## src/rtl/alu_pkg.sv

```systemverilog
// Shared types for the handshaked sequential ALU: opcodes, FSM states and the flag bundle.
package alu_pkg;

  typedef enum logic [3:0] {
    OP_ADD = 4'd0,
    OP_SUB = 4'd1,
    OP_AND = 4'd2,
    OP_OR  = 4'd3,
    OP_NOT = 4'd4,
    OP_XOR = 4'd5,
    OP_SRL = 4'd6,
    OP_SLL = 4'd7,
    OP_SRA = 4'd8,
    OP_SLA = 4'd9
  } alu_op_e;

  typedef enum logic [1:0] {
    IDLE,
    SHIFT,
    DONE
  } alu_state_e;

  typedef struct packed {
    logic c;
    logic v;
    logic z;
    logic n;
  } alu_flags_t;

  function automatic logic is_shift(input logic [3:0] op);
    return op inside {OP_SRL, OP_SLL, OP_SRA, OP_SLA};
  endfunction

endpackage

```

## src/rtl/alu_seq_shifter.sv

```systemverilog
// One-bit shift step: the FSM in alu_seq applies it once per SHIFT cycle.
module alu_seq_shifter
  import alu_pkg::*;
#(
  parameter int Nbits = 5
) (
  input  logic [3:0]       mode,
  input  logic             sign_in,
  input  logic [Nbits-1:0] data_in,
  output logic [Nbits-1:0] data_out,
  output logic             bit_out,
  output logic             sign_chg
);

  always_comb begin
    data_out = {data_in[Nbits-2:0], 1'b0};
    bit_out  = data_in[Nbits-1];
    sign_chg = data_in[Nbits-1] ^ data_in[Nbits-2];
    case (mode)
      OP_SRL: begin
        data_out = {1'b0, data_in[Nbits-1:1]};
        bit_out  = data_in[0];
        sign_chg = 1'b0;
      end
      // sign_in is the original A msb, so every step refills with the same value
      OP_SRA: begin
        data_out = {sign_in, data_in[Nbits-1:1]};
        bit_out  = data_in[0];
        sign_chg = 1'b0;
      end
      default: ;
    endcase
  end

endmodule

```

## src/rtl/alu_seq.sv

```systemverilog
// Registered, handshaked ALU: single-cycle arithmetic/logic, iterative one-bit-per-cycle shifts,
// with C/V/Z/N flags registered alongside the result.
module alu_seq
  import alu_pkg::*;
#(
  parameter int Nbits = 5
) (
  input  logic             clk,
  input  logic             rst,
  input  logic             in_valid,
  output logic             in_ready,
  input  logic [3:0]       ALUop,
  input  logic [Nbits-1:0] A,
  input  logic [Nbits-1:0] B,
  output logic             out_valid,
  input  logic             out_ready,
  output logic [Nbits-1:0] OUT,
  output logic             Carry_Flag,
  output logic             Overflow_Flag,
  output logic             Zero_Flag,
  output logic             Negative_Flag
);

  localparam int SHW = $clog2(Nbits) + 1;
  localparam logic [Nbits-1:0] NB_W = Nbits[Nbits-1:0];

  alu_state_e       state_q, state_d;
  logic [3:0]       op_q, op_d;
  logic [Nbits-1:0] work_q, work_d;
  logic [Nbits-1:0] out_q, out_d;
  logic [SHW-1:0]   cnt_q, cnt_d;
  logic             sign_q, sign_d;
  logic             v_acc_q, v_acc_d;
  alu_flags_t       flags_q, flags_d;

  logic             accept;
  logic [Nbits-1:0] b_eff;
  logic [Nbits:0]   sum;
  logic [Nbits-1:0] imm_res;
  logic             imm_c, imm_v;
  logic [Nbits-1:0] sh_out;
  logic             sh_bit, sh_chg;

  alu_seq_shifter #(.Nbits(Nbits)) u_shifter (
    .mode    (op_q),
    .sign_in (sign_q),
    .data_in (work_q),
    .data_out(sh_out),
    .bit_out (sh_bit),
    .sign_chg(sh_chg)
  );

  // Single-cycle result straight from the live operands; latched only on accept.
  always_comb begin
    b_eff   = (ALUop == OP_SUB) ? ~B : B;
    sum     = {1'b0, A} + {1'b0, b_eff} + {{Nbits{1'b0}}, (ALUop == OP_SUB)};
    imm_res = '0;
    imm_c   = 1'b0;
    imm_v   = 1'b0;
    case (ALUop)
      OP_ADD, OP_SUB: begin
        imm_res = sum[Nbits-1:0];
        imm_c   = sum[Nbits];
        imm_v   = (A[Nbits-1] == b_eff[Nbits-1]) && (sum[Nbits-1] != A[Nbits-1]);
      end
      OP_AND: imm_res = A & B;
      OP_OR:  imm_res = A | B;
      OP_NOT: imm_res = ~A;
      OP_XOR: imm_res = A ^ B;
      OP_SRL, OP_SLL, OP_SRA, OP_SLA: imm_res = A;
      default: ;
    endcase
  end

  always_comb begin
    state_d = state_q;
    op_d    = op_q;
    work_d  = work_q;
    out_d   = out_q;
    cnt_d   = cnt_q;
    sign_d  = sign_q;
    v_acc_d = v_acc_q;
    flags_d = flags_q;

    in_ready = !rst && ((state_q == IDLE) || ((state_q == DONE) && out_ready));
    accept   = in_valid && in_ready;

    case (state_q)
      SHIFT: begin
        work_d  = sh_out;
        cnt_d   = cnt_q - SHW'(1);
        v_acc_d = v_acc_q | sh_chg;
        if (cnt_q == SHW'(1)) begin
          state_d   = DONE;
          out_d     = sh_out;
          flags_d.c = sh_bit;
          flags_d.v = (op_q == OP_SLA) && (v_acc_q || sh_chg);
          flags_d.z = (sh_out == '0);
          flags_d.n = sh_out[Nbits-1];
        end
      end
      DONE: if (out_ready) state_d = IDLE;
      default: ;
    endcase

    // An accept in DONE overrides the return to IDLE so back-to-back ops need no bubble.
    if (accept) begin
      op_d = ALUop;
      if (is_shift(ALUop) && (B != '0)) begin
        state_d = SHIFT;
        work_d  = A;
        sign_d  = A[Nbits-1];
        v_acc_d = 1'b0;
        cnt_d   = (B >= NB_W) ? SHW'(Nbits) : SHW'(B);
      end else begin
        state_d   = DONE;
        out_d     = imm_res;
        flags_d.c = imm_c;
        flags_d.v = imm_v;
        flags_d.z = (imm_res == '0);
        flags_d.n = imm_res[Nbits-1];
      end
    end
  end

  always_ff @(posedge clk) begin
    if (rst) begin
      state_q <= IDLE;
      op_q    <= '0;
      work_q  <= '0;
      out_q   <= '0;
      cnt_q   <= '0;
      sign_q  <= 1'b0;
      v_acc_q <= 1'b0;
      flags_q <= '0;
    end else begin
      state_q <= state_d;
      op_q    <= op_d;
      work_q  <= work_d;
      out_q   <= out_d;
      cnt_q   <= cnt_d;
      sign_q  <= sign_d;
      v_acc_q <= v_acc_d;
      flags_q <= flags_d;
    end
  end

  assign out_valid     = (state_q == DONE);
  assign OUT           = out_q;
  assign Carry_Flag    = flags_q.c;
  assign Overflow_Flag = flags_q.v;
  assign Zero_Flag     = flags_q.z;
  assign Negative_Flag = flags_q.n;

endmodule

```

## config.mk

```make
export PLATFORM = sky130hd
export DESIGN_NAME = alu_seq
export DESIGN_NICKNAME = d
export VERILOG_FILES = /design/src/rtl/alu_pkg.sv /design/src/rtl/alu_seq_shifter.sv /design/src/rtl/alu_seq.sv
export SDC_FILE = /design/constraint.sdc
export NUM_CORES = 1
export LEC_CHECK = 0
export ABC_AREA = 1
export CORE_UTILIZATION = 40
export CTS_CLUSTER_SIZE = 14
export DETAILED_ROUTE_END_ITERATION = 10
export PLACE_DENSITY = 0.68
export SYNTH_ARGS = -nofsm -noshare
export SYNTH_HDL_FRONTEND = slang
export SYNTH_SLANG_ARGS = --single-unit
export TNS_END_PERCENT = 100
```

## constraint.sdc

```tcl
create_clock -name clk -period 2.77 [get_ports clk]
set_input_delay 0.277 -clock clk [delete_from_list [all_inputs] [get_ports clk]]
set_output_delay 0.277 -clock clk [all_outputs]
set_load 0.1 [all_outputs]
```

==> summary.md <==
| Metric | Value |
|---|---|
| Critical path launch point type | `input pin` |
| Final Cycle Share | `85.9%` |
| Synthesized area per cell | `6.58 sq um` |
| Max Buffers Root-to-Sink | `2` |
| Post-route cell area | `2500 sq um` |
| Max-slew headroom | `69.2%` |
| Total GRT Usage | `21.1%` |
| P&R area growth vs syn | `18.8%` |
| Final hold violation count | `0` |
| Cell family with most CP delay | `simple AND/OR/NAND/NOR gates` |
| Min-Delay Endpoint | `sign_q` |
| Clock slew at reported path FFs | `90 ps` |
| Sink Count | `26` |
| Status | `finished clean` |
| Synth warn | `0` |
| Final Wtd Congestion | `0.906` |
| Worst path slowest cell | `clkdlybuf4s50_1` |
| First-pass DRT Iterations | `4` |
| Crit path capture type | `register` |
| Worst-Margin Slew | `461 ps` |
| Core ar. | `5070 sq um` |
| Worst hold start | `sign_q` |
| Clock Latency Late Sink | `280 ps` |
| Routed WL | `5.35 mm` |
| H-tree levels | `1` |
| FMAX | `0.420 GHz` |
| Final Max Tran Viols | `0` |
| CP Class | `in -> reg` |
| Sequential share of the synthesized area | `24.7%` |
| Die X | `74.6 um` |
| Clk_skew | `6.27 ps` |
| Post-CTS Hold Buffers | `0` |
| Post-cts resize count | `0` |
| MaxCap Viol Count | `0` |
| Crit path cell chain | `clkdlybuf4s50_1, inv_1, nor2_1, nand2_1, xor2_1, fa_1, inv_1, nand3_1, nand2_1, nand2_1, nand3_1, nand2_1, nor2_1, nand3_1, nor2_1, nor2_1, nor2_1` |
| Via density | `5.07` |
| Pleak | `1.16 nW` |
| Port Buffers | `28` |
| Inserted Diodes | `0` |
| Final TNS setup | `0 ps` |
| Critical Path RT | `2990 ps` |
| Register-to-register path setup slack | `1130 ps` |
| Post-synthesis register bit count | `26` |
| WP buf/inv | `3` |
| Total setup buffers inserted after CTS | `0` |
| Layout Nets | `389` |
| CTS tree | `done` |
| RR Endpoint | `Zero_Flag` |
| Share of layout cells above drive strength 1 | `14.4%` |
| RSZ-0062 raised after global routing | `no` |
| Post-Syn Area | `2110 sq um` |
| Die Area | `5560 sq um` |
| # setup viols final | `0` |
| Max Fanout on Critical Path | `4` |
| Remaining DRCs | `0` |
| Number of global-route vias before repair | `1933` |
| Hold depth | `2` |
| Final WS setup | `390 ps` |
| HP Class | `reg -> reg` |
| Row Count | `26` |
| Die Ht | `74.6 um` |
| Wire per inst | `12.7 um` |
| Synth unique cells | `40` |
| Critical Path Max Stage Delay | `470 ps` |
| Ports | `29` |
| Post-DP HPWL | `4.33 mm` |
| Final global-route overflow total | `0` |
| Worst-case reg-to-reg path depth | `11` |
| Critical R2R Launch | `state_q[1]` |
| Mapped Cells | `320` |
| CTS root buf | `clkbuf_8` |
| First-pass GRT wire length | `8.81 mm` |
| Place WS | `117 ps` |
| Pwr per Cell Area | `424 nW/um^2` |
| CTS buffer count | `3` |
| Critical Path AT | `2600 ps` |
| Synthesized Nets | `355` |
| Initial core utilization | `41.5%` |
| Fin crit period | `2380 ps` |
| Area after DPL | `2450 sq um` |
| Largest net degree at the start of global routing | `17` |
| Peak VDD IR | `0.194 mV` |
| Starting DRT DRC Count | `111` |
| Antenna-violating nets left | `0` |
| Most frequent CP cell | `nor2_1` |
| Via count | `2146` |
| Initial antenna violation count | `0` |
-- registers in the layout (all words and copies together), names as in the netlist --
| signal | flops |
|---|---|
| op_q | 4 |
| Zero_Flag | 1 |
| OUT | 5 |
| state_q | 2 |
| sign_q | 1 |
| Carry_Flag | 1 |
| cnt_q | 4 |
| Overflow_Flag | 1 |
| v_acc_q | 1 |
| work_q | 5 |
| Negative_Flag | 1 |
-- per-stage QoR --
stage | hold WS, ps | std cells | total power, W | utilization, %
2_1_floorplan | 401 | 320 | 0.000713 | -
3_3_place_gp | 459 | 419 | 0.000813 | 48.2
3_5_place_dp | 463 | 419 | 0.000816 | 48.2
4_1_cts | 479 | 423 | 0.00106 | 49.3
5_1_grt | 517 | 423 | 0.00113 | 49.3
6_report | 478 | 423 | 0.00106 | 49.3
-- worst min-delay path: stages (launching register included) --
cell     delay, ps
dfxtp_1        320
nand3_1         70
nand2_1         50
-- cells in the mapped netlist (all sizes together) --
| master | instances | area, sq um |
|---|---|---|
| dfxtp | 26 | 521 |
| o211ai | 3 | 27.5 |
| nor4 | 1 | 6.26 |
| a32oi | 1 | 16.3 |
| nor3 | 5 | 30.0 |
| nand4 | 3 | 18.8 |
| xor2 | 6 | 52.6 |
| nand2 | 86 | 353 |
| inv | 38 | 145 |
| buf | 6 | 51.3 |
| nand3 | 34 | 175 |
| a31o | 1 | 8.76 |
| or2 | 1 | 6.26 |
| o21ai | 26 | 134 |
| nand3b | 1 | 7.51 |
| nor3b | 1 | 7.51 |
| a21oi | 21 | 109 |
| nor2 | 34 | 159 |
| xnor2 | 2 | 17.5 |
| clkinv | 3 | 12.5 |
| fa | 1 | 20.0 |
| ha | 16 | 200 |
| a311oi | 1 | 8.76 |
| a31oi | 3 | 18.8 |
-- worst max-delay path by stage --
stage               cells past startpoint        end     start  slack, ps
finish                                 17  Zero_Flag  ALUop[0]        390
global route                           17  Zero_Flag  ALUop[0]        110
CTS                                    17  Zero_Flag  ALUop[0]        400
detailed placement                     17  Zero_Flag  ALUop[0]        120
global placement                       17  Zero_Flag  ALUop[0]        170
floorplan                               8  work_q[0]       rst        230
-- cell usage in the layout, fill, tap and decap left out, types with 9 or more instances in the layout --
master            n
o21ai_0          23
dfxtp_1          26
buf_4            18
nand2_2           9
nor2_1           29
ha_1             16
nand2_1          76
inv_1            32
clkdlybuf4s50_1  17
a21oi_1          20
nand3_1          33
-- cells by family (layout without fill, tap and decap cells) --
logic type	count (synthesis)	in the layout	synth area share (%)
compound gates	56	56	15.3
xor+xnor	8	8	3.33
fa+ha+maj	17	17	10.5
buf+inv	47	80	9.92
flops	26	26	24.7
simple gates	166	166	36.2
-- power breakdown --
part	switching [W]	internal, W	leakage [nW]
Combinational	0.000260	0.000125	0.921
Clock	0.000125	0.000128	0.0288
Sequential	0.0000220	0.000402	0.213
-- routing by layer --
metal,vias up,part of all wire (%),global-route usage (%)
met4,0,4.2,12.8
met2,63,44,34.0
met5,-,0,0
met1,942,47,26.5
met3,19,4.7,2.98
li1,1122,-,-
-- area by class of cell --
cell class / instances / area [sq um]
clock buffer: 4 / 55.1
fill: 538 / 2570
inverter: 41 / 158
multi-input combinational: 247 / 1380
sequential: 26 / 520
tap: 70 / 87.6
timing repair buffer: 35 / 305
Note: power is estimated with default switching activity, not from simulation.
==> variant 1 (same flow settings) <==
Take the reset off `op_q` and load it in a clocked block of its own.
--- a/src/rtl/alu_seq.sv
+++ b/src/rtl/alu_seq.sv
@@ -126,7 +126,6 @@
   always_ff @(posedge clk) begin
     if (rst) begin
       state_q <= IDLE;
-      op_q    <= '0;
       work_q  <= '0;
       out_q   <= '0;
       cnt_q   <= '0;
@@ -135,7 +134,6 @@
       flags_q <= '0;
     end else begin
       state_q <= state_d;
-      op_q    <= op_d;
       work_q  <= work_d;
       out_q   <= out_d;
       cnt_q   <= cnt_d;
@@ -143,6 +141,10 @@
       v_acc_q <= v_acc_d;
       flags_q <= flags_d;
     end
+  end
+
+  always_ff @(posedge clk) begin
+    op_q <= op_d;
   end
 
   assign out_valid     = (state_q == DONE);
Function: no difference found for any inputs over 10 cycles, from zero or initial values and one cycle with rst high; that may be too few to reach the edited logic, so the function may still have changed.
==> variant 1 against the unedited design <==
Die area down 1.3%; area after synthesis down 1.4%; power down 7.2%; register-to-register slack better by 0.07 ns; cell area up 0.50%; worst setup slack worse by 0.049 ns; wire length down 6.7%; sequential cell count unchanged; critical path type unchanged; largest cell class unchanged; highest routed layer unchanged.
==> variant 1: results (changes against the unedited design) <==
| Metric | Value |
|---|---|
| Status | finished clean (unchanged) |
| Post-synth EDFFs | 4 (was 0) |
| Global-route wire length before repair | 8.45 mm (was 8.81 mm) |
| Cell family with most CP delay | simple AND/OR/NAND/NOR gates (unchanged) |
| Post-synth top cells | nand2_1, inv_1, nor2_1, nand3_1, dfxtp_1 (was nand2_1, nand3_1, inv_1, nor2_1, dfxtp_1) |
| Vias in the first global route | 1832 (was 1933) |
| Syn_nets | 342 (was 355) |
| Max VDD drop | 170 uV (was 194 uV) |
| Yosys cell types | 35 (was 40) |
| Global-route usage over all layers | 0.199 (was 0.211) |
| R2r worst-path depth | 9 (was 11) |
| GPL Wtd Cong | 0.875 (was 0.906) |
| Hold_sp | v_acc_q$_SDFF_PP0_ (was sign_q$_SDFFE_PP0P_) |
| Detailed-route wire length per cell | 12.1 um (was 12.7 um) |
| DRT iter0 DRCs | 134 (was 111) |
| Share of layout cells above drive strength 1 | 0.140 (was 0.144) |
| CP Max Fanout | 8 (was 4) |
| Fillcell total | 479 (was 538) |
| Hold slack | 0.473 ns (was 0.478 ns) |
| Clock latency on the worst-skew pair | 0.27 ns |
| Hold Path End | v_acc_q$_SDFF_PP0_ (was sign_q$_SDFFE_PP0P_) |
| Largest net degree at the start of global routing | 15 (was 17) |
| Final net count | 380 (was 389) |
| Post-CTS setup buffers | 0 (unchanged) |
| Clk root buf | clkbuf_8 (unchanged) |
| Pre-CTS WS | 0.0853 ns (was 0.117 ns) |
| H-tree depth | 1 (unchanged) |
| Max stage delay on crit path | 0.43 ns (was 0.47 ns) |
| Reg2reg end | OUT[4]$_SDFF_PP0_ (was Zero_Flag$_SDFF_PP0_) |
| Worst Skew | 0.00172 ns (was 0.00627 ns) |
| ANT cells | 0 (unchanged) |
| Initial antenna violation count | 0 (unchanged) |
| Top cells by area, synth | dfxtp_1, nand2_1, ha_1, inv_1, nand3_1 (was dfxtp_1, nand2_1, ha_1, nand3_1, inv_1) |
| Sequential share of the synthesized area | 0.270 (was 0.247) |
| Via count | 2001 (was 2146) |
| Dpl hpwl | 4.01 mm (was 4.33 mm) |
| Worst slew pin tran | 0.384 ns (was 0.461 ns) |
| Critical R2R Launch | op_q[3]$_DFFE_PP_ (was state_q[1]$_SDFFE_PP0P_) |
| LEAKAGE | 1.16 nW (about the same) |
| R2R setup slack | 1.20 ns (was 1.13 ns) |
| Switching power | 359 uW (was 407 uW) |
[variant 1: cell types whose count changed after synthesis, sizes merged, moves of 6 or more]
| cell | delta |
|---|---|
| a211oi | +6 |
| inv | +10 |
| nand4 | +6 |
| o21ai | -15 |
[variant 1: how the worst max path moves through the flow]
| stage | startpoint | endpoint | slack [ns] | cells after the start |
|---|---|---|---|---|
| after floorplan | state_q[1]$_SDFFE_PP0P_ | state_q[1]$_SDFFE_PP0P_ | 0.49 | 4 |
| after global placement | ALUop[2] | Zero_Flag$_SDFF_PP0_ | 0.12 | 16 |
| after detailed placement | ALUop[2] | Zero_Flag$_SDFF_PP0_ | 0.09 | 16 |
| after CTS | ALUop[2] | Zero_Flag$_SDFF_PP0_ | 0.36 | 16 |
| after global routing | ALUop[2] | Zero_Flag$_SDFF_PP0_ | 0.08 | 16 |
| final | ALUop[2] | Zero_Flag$_SDFF_PP0_ | 0.34 | 16 |
[variant 1: worst min-delay path, cell delays in order (launching register included)]
cell and delay (ns):
dfxtp_1 0.30, inv_1 0.07, a21oi_1 0.06
[variant 1: layout make-up]
type / count / share of cell area
multi-input combinational: 230 / 0.524
sequential: 26 / 0.223
timing repair buffer: 36 / 0.129
inverter: 48 / 0.0726
tap: 67 / 0.0333
clock buffer: 4 / 0.0179
[variant 1: cells by family (layout without fill, tap and decap cells)]
| logic type | Yosys count | count (layout) | share of synthesized area |
|---|---|---|---|
| AO/OA/AOI/OAI | 42 | 42 | 0.127 |
| flip-flops | 26 | 26 | 0.270 |
| XOR/XNOR | 10 | 10 | 0.0422 |
| buffers and inverters | 51 | 88 | 0.0958 |
| AND/OR/NAND/NOR | 161 | 161 | 0.360 |
| adder cells (fa/ha/maj) | 17 | 17 | 0.106 |
[variant 1: layer usage]
metal | vias to the layer above | global-route usage | share of wire
li1 | 1077 | - | -
met1 | 877 | 0.265 | 0.48
met2 | 41 | 0.335 | 0.48
met3 | 6 | 0.0244 | 0.027
met4 | 0 | 0.0598 | 0.014
met5 | - | 0 | 0
[variant 1: power groups by stage]
stage               Sequential [mW]  Clock [mW]  Combinational [mW]
floorplan                     0.471           0               0.197
global placement              0.428           0               0.340
detailed placement            0.429           0               0.343
CTS                           0.420       0.227               0.344
global route                  0.423       0.243               0.379
finish                        0.420       0.221               0.344
[variant 1: through the flow]
stage	cells	area (um^2)	total power, mW	util
2_1_floorplan	307	2080	0.668	-
3_3_place_gp	407	2470	0.769	0.509
3_5_place_dp	407	2470	0.772	0.509
4_1_cts	411	2510	0.991	0.519
5_1_grt	411	2510	1.05	0.519
6_report	411	2510	0.985	0.519
==> variant 2 (config.mk and constraints unchanged) <==
Without the edit above. `Nbits` is set to 5 in 2 places; all go to 10.
--- a/src/rtl/alu_seq_shifter.sv
+++ b/src/rtl/alu_seq_shifter.sv
@@ -2,7 +2,7 @@
 module alu_seq_shifter
   import alu_pkg::*;
 #(
-  parameter int Nbits = 5
+  parameter int Nbits = 10
 ) (
   input  logic [3:0]       mode,
   input  logic             sign_in,
--- a/src/rtl/alu_seq.sv
+++ b/src/rtl/alu_seq.sv
@@ -3,7 +3,7 @@
 module alu_seq
   import alu_pkg::*;
 #(
-  parameter int Nbits = 5
+  parameter int Nbits = 10
 ) (
   input  logic             clk,
   input  logic             rst,
Ports: changed (resized A, B and OUT); port bits go from 29 to 44. No check against the original RTL was run, so the function may have changed too.
==> variant 2 against the unedited design <==
Global-route usage is 1.9 points higher; area after synthesis rose by 56%; worst setup slack got worse by 0.21 ns; cell area increased by 66%; highest routed layer unchanged; non-clock buffer count up 46; wire length is 81% higher; largest cell class unchanged; power up 61%; sequential cell count grew 11; critical endpoint unchanged.
==> variant 2: results (changes against the unedited design) <==
| Metric | Value |
|---|---|
| Sequential share of the synthesized area | 0.225 (was 0.247) |
| Worst setup path start | ALUop[1] (was ALUop[0]) |
| Yosys cell types | 38 (was 40) |
| Relative slew margins | 0.626 (was 0.692) |
| Top cells by area, synth | dfxtp_1, nand2_1, ha_1, inv_1, o21ai_0 (was dfxtp_1, nand2_1, ha_1, nand3_1, inv_1) |
| Final net count | 651 (was 389) |
| Dpl hpwl | 7.78 mm (was 4.33 mm) |
| LEAKAGE | 1.97 nW (was 1.16 nW) |
| Pre-CTS WS | -0.268 ns (was 0.117 ns) |
| Global-route usage over all layers | 0.230 (was 0.211) |
| IO Port Bufs | 43 (was 28) |
| Post-layout min period | 2.59 ns (was 2.38 ns) |
| H-tree depth | 2 (was 1) |
| DRT Wirelength | 9.67 mm (was 5.35 mm) |
| Syn_nets | 577 (was 355) |
| Cells after DPL | 684 (was 419) |
| DRT iter0 DRCs | 195 (was 111) |
| Vias in the first global route | 3325 (was 1933) |
| CTS Buf Count | 5 (was 3) |
| Via density | 5.27 (was 5.07) |
| Worst Skew | 0.00395 ns (was 0.00627 ns) |
| Max stage delay on crit path | 0.43 ns (was 0.47 ns) |
| PwrDens | 410 mW/mm^2 (was 424 mW/mm^2) |
| Share of layout cells above drive strength 1 | 0.163 (was 0.144) |
| Switching power | 654 uW (was 407 uW) |
| Status | finished clean (unchanged) |
## variant 2: logic make-up after synthesis
| logic type | synth area share |
|---|---|
| buffers and inverters | 0.105 |
| DFF | 0.225 |
| xor gates and xnor gates | 0.0347 |
| adders and majority gates | 0.132 |
| and+or+nand+nor | 0.304 |
| AOI/OAI and AO/OA | 0.199 |
## variant 2: metal layers
metal  vias to the layer above  global-route usage  wire [um]
met5                         -                   0          0
met4                         0              0.0679        249
met3                        18              0.0263        546
met2                       111               0.390       4560
met1                      1667               0.305       4310
li1                       1849                   -          -
## variant 2: area by class of cell
type | instances | area share
Inverter | 74 | 0.0667
Clock inverter | 1 | 0.00120
Tap cell | 102 | 0.0307
Multi-Input combinational cell | 390 | 0.535
Timing Repair Buffer | 81 | 0.165
Clock buffer | 7 | 0.0232
Sequential cell | 37 | 0.178
## variant 2: worst register-to-register path: cells and delay by family, from the launching register on
family	cells	cell delay, ns
and+or+nand+nor	7	1.04
AOI/OAI and AO/OA	3	0.45
DFF	1	0.33
buffers and inverters	1	0.18
## variant 2: power by group through the flow
stage / sequential [mW] / clock (mW) / combinational (mW)
2_1_floorplan: 0.703 / 0 / 0.351
3_3_place_gp: 0.609 / 0 / 0.672
3_5_place_dp: 0.610 / 0 / 0.683
4_1_cts: 0.598 / 0.425 / 0.686
5_1_grt: 0.603 / 0.447 / 0.763
6_report: 0.598 / 0.411 / 0.695
## variant 2: worst min-delay path by stage
stage / end / depth (start not counted) / slack, ns / from
4_1_cts: state_q[0]$_SDFFE_PP0P_ / 2 / 0.49 / state_q[0]$_SDFFE_PP0P_
6_report: state_q[0]$_SDFFE_PP0P_ / 2 / 0.49 / state_q[0]$_SDFFE_PP0P_
3_3_place_gp: state_q[0]$_SDFFE_PP0P_ / 2 / 0.47 / state_q[0]$_SDFFE_PP0P_
3_5_place_dp: op_q[3]$_SDFFE_PP0P_ / 2 / 0.47 / op_q[3]$_SDFFE_PP0P_
5_1_grt: state_q[0]$_SDFFE_PP0P_ / 2 / 0.51 / state_q[0]$_SDFFE_PP0P_
2_1_floorplan: cnt_q[1]$_SDFF_PP0_ / 2 / 0.40 / B[1]
